File: config.mk
export PLATFORM = sky130hd
export DESIGN_NAME = branch_predictor_flat
export DESIGN_NICKNAME = d
export VERILOG_FILES = /design/src/rtl/branch_predictor_if.sv /design/src/rtl/branch_predictor.sv /design/src/flat_wrapper.sv
export SDC_FILE = /design/constraint.sdc
export NUM_CORES = 1
export LEC_CHECK = 0
export CORE_ASPECT_RATIO = 1.5
export CORE_UTILIZATION = 45
export CTS_BUF_LIST = sky130_fd_sc_hd__clkbuf_16
export DETAILED_ROUTE_END_ITERATION = 16
export SYNTH_ARGS = -nofsm -noshare
export SYNTH_HDL_FRONTEND = slang
export SYNTH_SLANG_ARGS = --single-unit
File: constraint.sdc
create_clock -name clk -period 7.1 [get_ports clk]
set_input_delay 2.13 -clock clk [delete_from_list [all_inputs] [get_ports clk]]
set_output_delay 2.13 -clock clk [all_outputs]
set_load 0.01 [all_outputs]
File: src/rtl/branch_predictor_if.sv
// Fetch-side lookup and execute-side training signals of the branch predictor.
// Latency: pure wiring, no state.
// Backpressure: none; every signal is meaningful every cycle.
interface branch_predictor_if;
  logic [31:0] fetch_pc;
  logic        pred_taken;
  logic [31:0] pred_target;
  logic        upd_en;
  logic [31:0] upd_pc;
  logic        upd_is_jump;
  logic        upd_taken;
  logic [31:0] upd_target;
  logic        flush_btb;
  logic [15:0] hit_count;

  // Core side: drives fetch PC and resolved branches, consumes predictions.
  modport master (
    output fetch_pc, upd_en, upd_pc, upd_is_jump, upd_taken, upd_target, flush_btb,
    input  pred_taken, pred_target, hit_count
  );

  // Predictor side.
  modport slave (
    input  fetch_pc, upd_en, upd_pc, upd_is_jump, upd_taken, upd_target, flush_btb,
    output pred_taken, pred_target, hit_count
  );
endinterface

File: src/rtl/branch_predictor.sv
// Direct-mapped BTB with a 2-bit saturating direction counter per entry.
// Latency: prediction is combinational from fetch_pc; updates visible next cycle.
// Backpressure: none; one lookup and one update are accepted every cycle.
module branch_predictor #(
  parameter  int ENTRIES = 16,
  localparam int IDX_W   = $clog2(ENTRIES)
) (
  input logic               clk,
  input logic               rst,
  branch_predictor_if.slave bp
);
  localparam int TAG_W = 30 - IDX_W;

  localparam logic [1:0] CTR_SNT = 2'b00;
  localparam logic [1:0] CTR_WNT = 2'b01;
  localparam logic [1:0] CTR_WT  = 2'b10;
  localparam logic [1:0] CTR_ST  = 2'b11;

  logic             vld_q [ENTRIES];
  logic [1:0]       ctr_q [ENTRIES];
  logic [TAG_W-1:0] tag_q [ENTRIES];
  logic [29:0]      tgt_q [ENTRIES];
  logic [15:0]      hit_count_q, hit_count_d;

  logic [IDX_W-1:0] f_idx, u_idx;
  logic [TAG_W-1:0] f_tag, u_tag;
  logic             f_hit, pred_taken;
  logic             u_hit, u_taken_eff, u_act, ctr_we, tag_we, tgt_we;
  logic [1:0]       ctr_cur, ctr_d;

  assign f_idx = bp.fetch_pc[IDX_W+1:2];
  assign f_tag = bp.fetch_pc[31:IDX_W+2];
  assign u_idx = bp.upd_pc[IDX_W+1:2];
  assign u_tag = bp.upd_pc[31:IDX_W+2];

  // Lookup reads pre-update state only; there is deliberately no bypass.
  always_comb begin
    f_hit      = vld_q[f_idx] && (tag_q[f_idx] == f_tag);
    pred_taken = f_hit && ctr_q[f_idx][1];
  end

  assign bp.pred_taken  = pred_taken;
  assign bp.pred_target = pred_taken ? {tgt_q[f_idx], 2'b00} : bp.fetch_pc + 32'd4;
  assign bp.hit_count   = hit_count_q;

  // Training decode: reset and flush both swallow a same-cycle update.
  always_comb begin
    u_act       = bp.upd_en && !bp.flush_btb && !rst;
    u_hit       = vld_q[u_idx] && (tag_q[u_idx] == u_tag);
    u_taken_eff = bp.upd_is_jump || bp.upd_taken;
    ctr_cur     = ctr_q[u_idx];
    ctr_d       = ctr_cur;
    if (u_hit) begin
      if (bp.upd_is_jump)    ctr_d = CTR_ST;
      else if (bp.upd_taken) ctr_d = (ctr_cur == CTR_ST)  ? CTR_ST  : ctr_cur + 2'd1;
      else                   ctr_d = (ctr_cur == CTR_SNT) ? CTR_SNT : ctr_cur - 2'd1;
    end else begin
      ctr_d = bp.upd_is_jump ? CTR_ST : CTR_WT;
    end
    // A miss that was not taken leaves the occupant untouched.
    ctr_we = u_act && (u_hit || u_taken_eff);
    tag_we = u_act && !u_hit && u_taken_eff;
    tgt_we = u_act && u_taken_eff;
  end

  // Saturating count of predicted-taken cycles.
  always_comb begin
    hit_count_d = hit_count_q;
    if (pred_taken && hit_count_q != 16'hFFFF) hit_count_d = hit_count_q + 16'd1;
  end

  // Valid bits and counters: reset clears valid and parks counters at weak-not-taken.
  always_ff @(posedge clk) begin
    if (rst) begin
      for (int i = 0; i < ENTRIES; i++) begin
        vld_q[i] <= 1'b0;
        ctr_q[i] <= CTR_WNT;
      end
    end else if (bp.flush_btb) begin
      for (int i = 0; i < ENTRIES; i++) vld_q[i] <= 1'b0;
    end else begin
      if (tag_we) vld_q[u_idx] <= 1'b1;
      if (ctr_we) ctr_q[u_idx] <= ctr_d;
    end
  end

  // Tag and target storage carry no reset; they are only meaningful behind valid.
  always_ff @(posedge clk) begin
    if (tag_we) tag_q[u_idx] <= u_tag;
    if (tgt_we) tgt_q[u_idx] <= bp.upd_target[31:2];
  end

  // Hit counter: only reset clears it, flush leaves it alone.
  always_ff @(posedge clk) begin
    if (rst) hit_count_q <= 16'd0;
    else     hit_count_q <= hit_count_d;
  end
endmodule

File: src/flat_wrapper.sv
// flat-port wrapper written by rule: the top's interface ports become plain ports
module branch_predictor_flat 
#(
  parameter  int ENTRIES = 16,
  localparam int IDX_W   = $clog2(ENTRIES)
)
  (clk, rst, bp_fetch_pc, bp_upd_en, bp_upd_pc, bp_upd_is_jump, bp_upd_taken, bp_upd_target, bp_flush_btb, bp_pred_taken, bp_pred_target, bp_hit_count);
  branch_predictor_if bp_i ();
  input logic clk;
  input logic rst;
  input wire logic [$bits(bp_i.fetch_pc)-1:0] bp_fetch_pc;
  input wire logic [$bits(bp_i.upd_en)-1:0] bp_upd_en;
  input wire logic [$bits(bp_i.upd_pc)-1:0] bp_upd_pc;
  input wire logic [$bits(bp_i.upd_is_jump)-1:0] bp_upd_is_jump;
  input wire logic [$bits(bp_i.upd_taken)-1:0] bp_upd_taken;
  input wire logic [$bits(bp_i.upd_target)-1:0] bp_upd_target;
  input wire logic [$bits(bp_i.flush_btb)-1:0] bp_flush_btb;
  output wire logic [$bits(bp_i.pred_taken)-1:0] bp_pred_taken;
  output wire logic [$bits(bp_i.pred_target)-1:0] bp_pred_target;
  output wire logic [$bits(bp_i.hit_count)-1:0] bp_hit_count;
  assign bp_i.fetch_pc = bp_fetch_pc;
  assign bp_i.upd_en = bp_upd_en;
  assign bp_i.upd_pc = bp_upd_pc;
  assign bp_i.upd_is_jump = bp_upd_is_jump;
  assign bp_i.upd_taken = bp_upd_taken;
  assign bp_i.upd_target = bp_upd_target;
  assign bp_i.flush_btb = bp_flush_btb;
  assign bp_pred_taken = bp_i.pred_taken;
  assign bp_pred_target = bp_i.pred_target;
  assign bp_hit_count = bp_i.hit_count;
  branch_predictor #(.ENTRIES(ENTRIES)) u_core (.clk(clk), .rst(rst), .bp(bp_i));
endmodule
Yosys cells after proc, flatten, opt, wreduce, memory -nomap -nowiden
Memories as Yosys holds them, arrays and structs flattened.
Cells that the tools add are included.
{"block": "totals", "register_bits": 16, "ramBits": 944, "input_bits": 102, "out_inout_bits": 49, "elab_cells": 92, "n_memories": 4}
{"block": "classes", "addsub": 4, "eq_ne": 4, "mux": 45, "bitwise_logic": 16, "reduce_logical": 18}
{"memory": "u_core.tgt_q", "depth": 16, "width": 30, "read_ports": 1, "rd_clocked_by_memory_dff": 0, "wr": 1, "line": "branch_predictor.sv:22", "source": "logic [29:0] tgt_q [ENTRIES];"}
{"memory": "u_core.tag_q", "depth": 16, "width": 26, "read_ports": 2, "rd_clocked_by_memory_dff": 0, "wr": 1, "line": "branch_predictor.sv:21", "source": "logic [TAG_W-1:0] tag_q [ENTRIES];"}
{"memory": "u_core.ctr_q", "depth": 16, "width": 2, "read_ports": 2, "rd_clocked_by_memory_dff": 0, "wr": 16, "line": "branch_predictor.sv:20", "source": "logic [1:0] ctr_q [ENTRIES];"}
{"memory": "u_core.vld_q", "depth": 16, "width": 1, "read_ports": 2, "rd_clocked_by_memory_dff": 0, "wr": 16, "line": "branch_predictor.sv:19", "source": "logic vld_q [ENTRIES];"}
{"cell": "== test 26 bit", "count": 2}
{"cell": "2-to-1 mux 1 bit", "count": 36}
{"cell": "adder 32 x 3 -> 32 bit, second input constant", "count": 1}
{"cell": "2-to-1 mux 32 bit", "count": 1}
{"cell": "adder 16 x 1 -> 16 bit, second input constant", "count": 1}
{"cell": "inequality test 16 bit, second input constant", "count": 1}
{"cell": "bitwise OR 1 bit", "count": 16}
{"cell": "2-to-1 mux 2 bit", "count": 6}
{"cell": "logical AND 1 bit", "count": 10}
{"cell": "2-to-1 mux 4 bit", "count": 2}
{"cell": "logical NOT 1 bit", "count": 3}
{"cell": "adder 2 x 1 -> 2 bit, second input constant", "count": 1}
{"cell": "== test 2 bit, second input constant", "count": 1}
{"cell": "logical NOT 2 bit", "count": 1}
{"cell": "logical OR 1 bit", "count": 2}
{"cell": "OR reduction 2 bit", "count": 1}
{"cell": "subtractor 2 x 1 -> 2 bit, second input constant", "count": 1}
{"cell": "OR reduction 1 bit", "count": 1}

Longest topological paths before layout
An unclocked memory read counts as a cell.
{"block": "logic_depth", "word_depth": 12, "depth_mapped": 17}

Worst setup path after synthesis
OpenSTA, ideal clock, no wires.
{"block": "synth_timing", "kind": "input to output", "from": "input port bp_fetch_pc[2]", "to": "output port bp_pred_target[10]", "arrival_time_ns": 5.106, "required_time_ns": 4.970, "slack_ns": -0.136, "path_stages": 13, "n_path_buf": 9, "cell_sequence": "buf_6 -> buf_6 -> buf_6 -> buf_4 -> buf_6 -> buf_4 -> buf_2 -> buf_1 -> buf_2 -> mux4_2 -> mux4_2 -> nor2_1 -> a21oi_1"}
{"block": "synth_via", "elab_chain_cells": 5, "word_cells_on_any_way": 9}
{"element": "from (decl)", "line": "flat_wrapper.sv:11", "source": "input wire logic [$bits(bp_i.fetch_pc)-1:0] bp_fetch_pc;"}
{"element": "memory (16 x 26 bit)"}
{"element": "== test 26 bit", "line": "branch_predictor.sv:38", "source": "f_hit = vld_q[f_idx] && (tag_q[f_idx] == f_tag);"}
{"element": "logical AND 1 bit", "line": "branch_predictor.sv:38"}
{"element": "logical AND 1 bit", "line": "branch_predictor.sv:39", "source": "pred_taken = f_hit && ctr_q[f_idx][1];"}
{"element": "2-to-1 mux 32 bit (*)", "line": "branch_predictor.sv:43", "source": "assign bp.pred_target = pred_taken ? {tgt_q[f_idx], 2'b00} : bp.fetch_pc + 32'd4;"}
{"element": "to (decl)", "line": "flat_wrapper.sv:19", "source": "output wire logic [$bits(bp_i.pred_target)-1:0] bp_pred_target;"}
Mark *: on every way between the ends. The rest lies on a longest branch, timed or not.

Worst setup path after layout
{"block": "layout_timing", "from": "input port bp_fetch_pc[2]", "to": "output port bp_pred_target[6]"}
The elaborated chain is that of the path after synthesis.

==> summary.md <==
| Metric | Value |
|---|---|
| Mean Syn Cell Area | 18.62 um2 |
| Max cap viols | 0 |
| DRC Markers | 0 |
| Die Footprint | 96150 um2 |
| Hold Vio Cnt, Final | 0 |
| Fraction of registers with async set or reset after synthesis | 0 |
| Drt first pass iters | 6 |
| Synth Flop Type | sky130_fd_sc_hd__edfxtp_1 |
| Congestion Overflow GR | 0 |
| Fraction of synthesized cell area taken by the top area cell type | 0.6526 |
| Maximum single-stage delay on the critical path | 0.60 ns |
| Pins Over Slew Limit | 0 |
| Most common cell in the netlist | sky130_fd_sc_hd__edfxtp_1 |
| Total nets after synthesis | 2397 |
| Via density | 6.211 |
| Largest net degree at the start of global routing | 52 |
| First-pass GRT wire length | 187800 um |
| Count of unique library cells instantiated by Yosys | 71 |
| Gate power share | 0.095 |
| Placeable core area | 94100 um2 |
| Share of the clock period used by the worst path | 1.050 |
| Top cells by instance count after synthesis | sky130_fd_sc_hd__edfxtp_1, sky130_fd_sc_hd__mux4_2, sky130_fd_sc_hd__mux2i_1 |
| DIE WIDTH | 253.5 um |
| Top cells by area, synth | sky130_fd_sc_hd__edfxtp_1, sky130_fd_sc_hd__mux4_2, sky130_fd_sc_hd__mux2i_1, sky130_fd_sc_hd__dfxtp_1, sky130_fd_sc_hd__nor2_1 |
| Worst path slowest cell | sky130_fd_sc_hd__mux4_2 |
| Net switching power of the design | 2.770 mW |
| Drt total wl | 131800 um |
| Synthesis-stage register bit count | 960 |
| Clock sinks | 960 |
| Sum of negative setup slack | -9.519 ns |
| Crit path buffers/inverters | 5 |
| Share of post-route cells with drive strength above 1 | 0.3681 |
| Number of warning messages in the yosys log | 0 |
| Final critical delay including setup and external delays | 7.455 ns |
| FF-to-FF End | u_core.tag_q[14][0] |
| Worst rel slew slack | 0.3540 |
| Tightest Pin Transition | 0.9667 ns |
| End point of the worst hold path | u_core.vld_q[12] |
| Setup repair after global routing missed its margin | yes |
| DR vias | 25330 |
| Final setup slack of the worst path | -0.3549 ns |
| Effective utilization at floorplan | 0.4538 |
| Cells after Synth | 2293 |
| Static Leak | 17.18 nW |
| Failing checks | negative setup slack |
| Detail Placement HPWL | 89220 um |
| Number of enable-type register cells in the synthesized netlist | 928 |
| Row cnt | 138 |
| Area growth from synthesis to layout | 22.43% |
| Portion of total power attributed to sequential cells | 0.519 |
| Final setup violation count | 33 |
| Critical path fanouts, max | 13 |
| Number of global-route vias before repair | 26130 |
| Buffers from clock root to sink, at most | 3 |
| Portion of total power attributed to the clock network | 0.386 |
| Total global-route track usage | 0.2800 |
| Number of I/O port buffers | 146 |
| Clock tree from TritonCTS | built |
| Origin of the worst min-delay path | u_core.vld_q[12] |
| Number of filler cells placed in the layout | 7216 |
| Number of design-rule violations left by the first detailed-router iteration | 2366 |
| Worst supply voltage drop on vdd | 0.2333 mV |
| Antenna-violating nets left | 0 |
| HP Class | reg -> reg |
| Worst-skew pair later-pin latency | 0.70 ns |
| Cell class contributing the biggest share of worst-path delay | compound AO/OA/AOI/OAI gates |
| Result of the run | finished with violations |
| Inserted Clock Buffers | 88 |
| Gp weighted congestion | 0.9507 |
| I/O pins | 151 |
| Number of cells on the worst hold path | 2 |
| CP dominant cell by count | sky130_fd_sc_hd__buf_12 |
| Netlist Area Pre-Place | 42700 um2 |
| Initial antenna violation count | 3 |
| Critical path data arrival time | 5.32 ns |
| Crit Reg-Reg Startpoint | u_core.tag_q[15][5] |
| Net Sw Frac | 0.2299 |
| Height of the chip | 379.3 um |
| Root Driver | sky130_fd_sc_hd__clkbuf_16 |
| Data required time at the worst endpoint | 4.97 ns |
| Cell type with the highest aggregate area in the netlist | sky130_fd_sc_hd__edfxtp_1 |
| Critical path cell sequence | buf_16 > buf_6 > mux4_2 > o211a_1 > a31oi_2 > nand3_1 > or4_4 > a2111oi_4 > nand4_4 > buf_12 > buf_12 > a21oi_2 > clkdlybuf4s15_2 |
| Maximum clock frequency | 134.1 MHz |
| Crit Path Category | in -> out |
| Final #Nets | 2849 |
| Worst reg2reg setup slack | 3.06 ns |
| Pwr/cell area | 230.5 nW/um2 |
| FF-to-FF path depth | 13 |
| Post-Route Skew | 0.02760 ns |
| Fraction of the yosys area taken by sequential cells | 0.6676 |
| Sort of element at the end of the critical path | output pin |
| Type of origin of the critical path | input pin |
| Total Power Consumption | 12.05 mW |
| Cell-internal power | 9.282 mW |
| Clock-pin slew on the worst setup and hold paths | 0.06 ns |
| Average wire per cell in the routed design | 32.33 um |
| Number of H-tree levels | 3 |
==> worst min-delay path, cell delays in order (launching register included) <==
cell                      delay, ns
sky130_fd_sc_hd__dfxtp_1       0.33
sky130_fd_sc_hd__nand2_1       0.05
sky130_fd_sc_hd__o21ai_0       0.06
==> cell type report <==
class | instances | area, um2 | share of cell area
sequential | 960 | 28510 | 0.5453
timing repair buffer | 515 | 5165 | 0.09879
antenna | 1 | 2.502 | 0.00004787
clock inverter | 73 | 586.8 | 0.01122
clock buffer | 89 | 2227 | 0.04260
tap | 1260 | 1577 | 0.03016
multi-input combinational | 1158 | 14130 | 0.2703
inverter | 22 | 82.58 | 0.001580
==> per-stage QoR <==
stage                     std cells  instance area [um2]    util  setup slack, ns  hold slack, ns
after detailed placement       3875                48370  0.5140           -1.004          0.4704
final                          4078                52280  0.5556          -0.3549          0.4841
after CTS                      4068                51980  0.5524          -0.2928          0.4869
after floorplan                2293                42830       -        -0.001925          0.4341
after global placement         3875                48370  0.5140           -1.042          0.4570
after global routing           4077                52280  0.5555          -0.3879          0.5054
==> what timing repair did <==
item                       CTS  global route
pin swaps                   34            12
hold buffers                 0             0
setup endpoints to repair   33            33
gates cloned                 8             1
buffers inserted            23             8
gates resized for setup    258            39
==> routing by layer <==
layer,track usage,wire length [um],share of wire
met1,0.3516,49260,0.37
met2,0.4796,67210,0.51
met3,0.04152,9203,0.070
met4,0.1264,6105,0.046
met5,0,42,0.00032
==> power by group through the flow <==
stage          registers, mW  logic [mW]  clock network, mW
3_3_place_gp            6.38        1.07                  0
6_report                6.26        1.14               4.65
3_5_place_dp            6.38        1.08                  0
2_1_floorplan           6.38       0.551                  0
5_1_grt                 6.26        1.19               4.92
4_1_cts                 6.26        1.13               4.73
==> cells in the final DEF (no fill, tap or decap), types with 20 or more instances in the layout <==
cell type	n
sky130_fd_sc_hd__edfxtp_1	928
sky130_fd_sc_hd__mux4_2	352
sky130_fd_sc_hd__buf_4	295
sky130_fd_sc_hd__mux2i_1	114
sky130_fd_sc_hd__clkdlybuf4s50_1	106
sky130_fd_sc_hd__clkbuf_16	90
sky130_fd_sc_hd__nand2_1	79
sky130_fd_sc_hd__nor2_4	57
sky130_fd_sc_hd__buf_12	53
sky130_fd_sc_hd__inv_1	44
sky130_fd_sc_hd__xnor2_1	40
sky130_fd_sc_hd__nor3_1	40
sky130_fd_sc_hd__nor2_1	39
sky130_fd_sc_hd__o21ai_0	39
sky130_fd_sc_hd__dfxtp_1	32
sky130_fd_sc_hd__buf_6	31
sky130_fd_sc_hd__nand3_1	30
sky130_fd_sc_hd__a21oi_1	25
sky130_fd_sc_hd__a22oi_1	24
sky130_fd_sc_hd__xor2_1	20
==> how the worst max path moves through the flow <==
stage,startpoint,to,cells after the start
5_1_grt,bp_fetch_pc[3],bp_pred_target[6],14
3_3_place_gp,bp_fetch_pc[2],bp_pred_target[4],12
6_report,bp_fetch_pc[2],bp_pred_target[6],13
4_1_cts,bp_fetch_pc[2],bp_pred_target[27],15
3_5_place_dp,bp_fetch_pc[2],bp_pred_target[6],12
2_1_floorplan,bp_fetch_pc[2],bp_pred_target[11],13
==> cells by family (layout without fill, tap and decap cells) <==
logic type	after synthesis	in the layout	share of synthesized area
other	0	1	0
flip-flops	960	960	0.6676
XOR/XNOR	62	62	0.01272
buffers and inverters	175	699	0.01978
AO/OA/AOI/OAI	254	254	0.04181
multiplexers	487	487	0.2178
adder cells (fa/ha/maj)	2	2	0.0005859
AND/OR/NAND/NOR	353	353	0.03967
==> state kept, by name (all words and copies together) (netlist names) <==
register	count
u_core.ctr_q	32
u_core.tag_q	416
u_core.bp.hit_count	16
u_core.tgt_q	480
u_core.vld_q	16
Power figures use the tool's default switching activity.
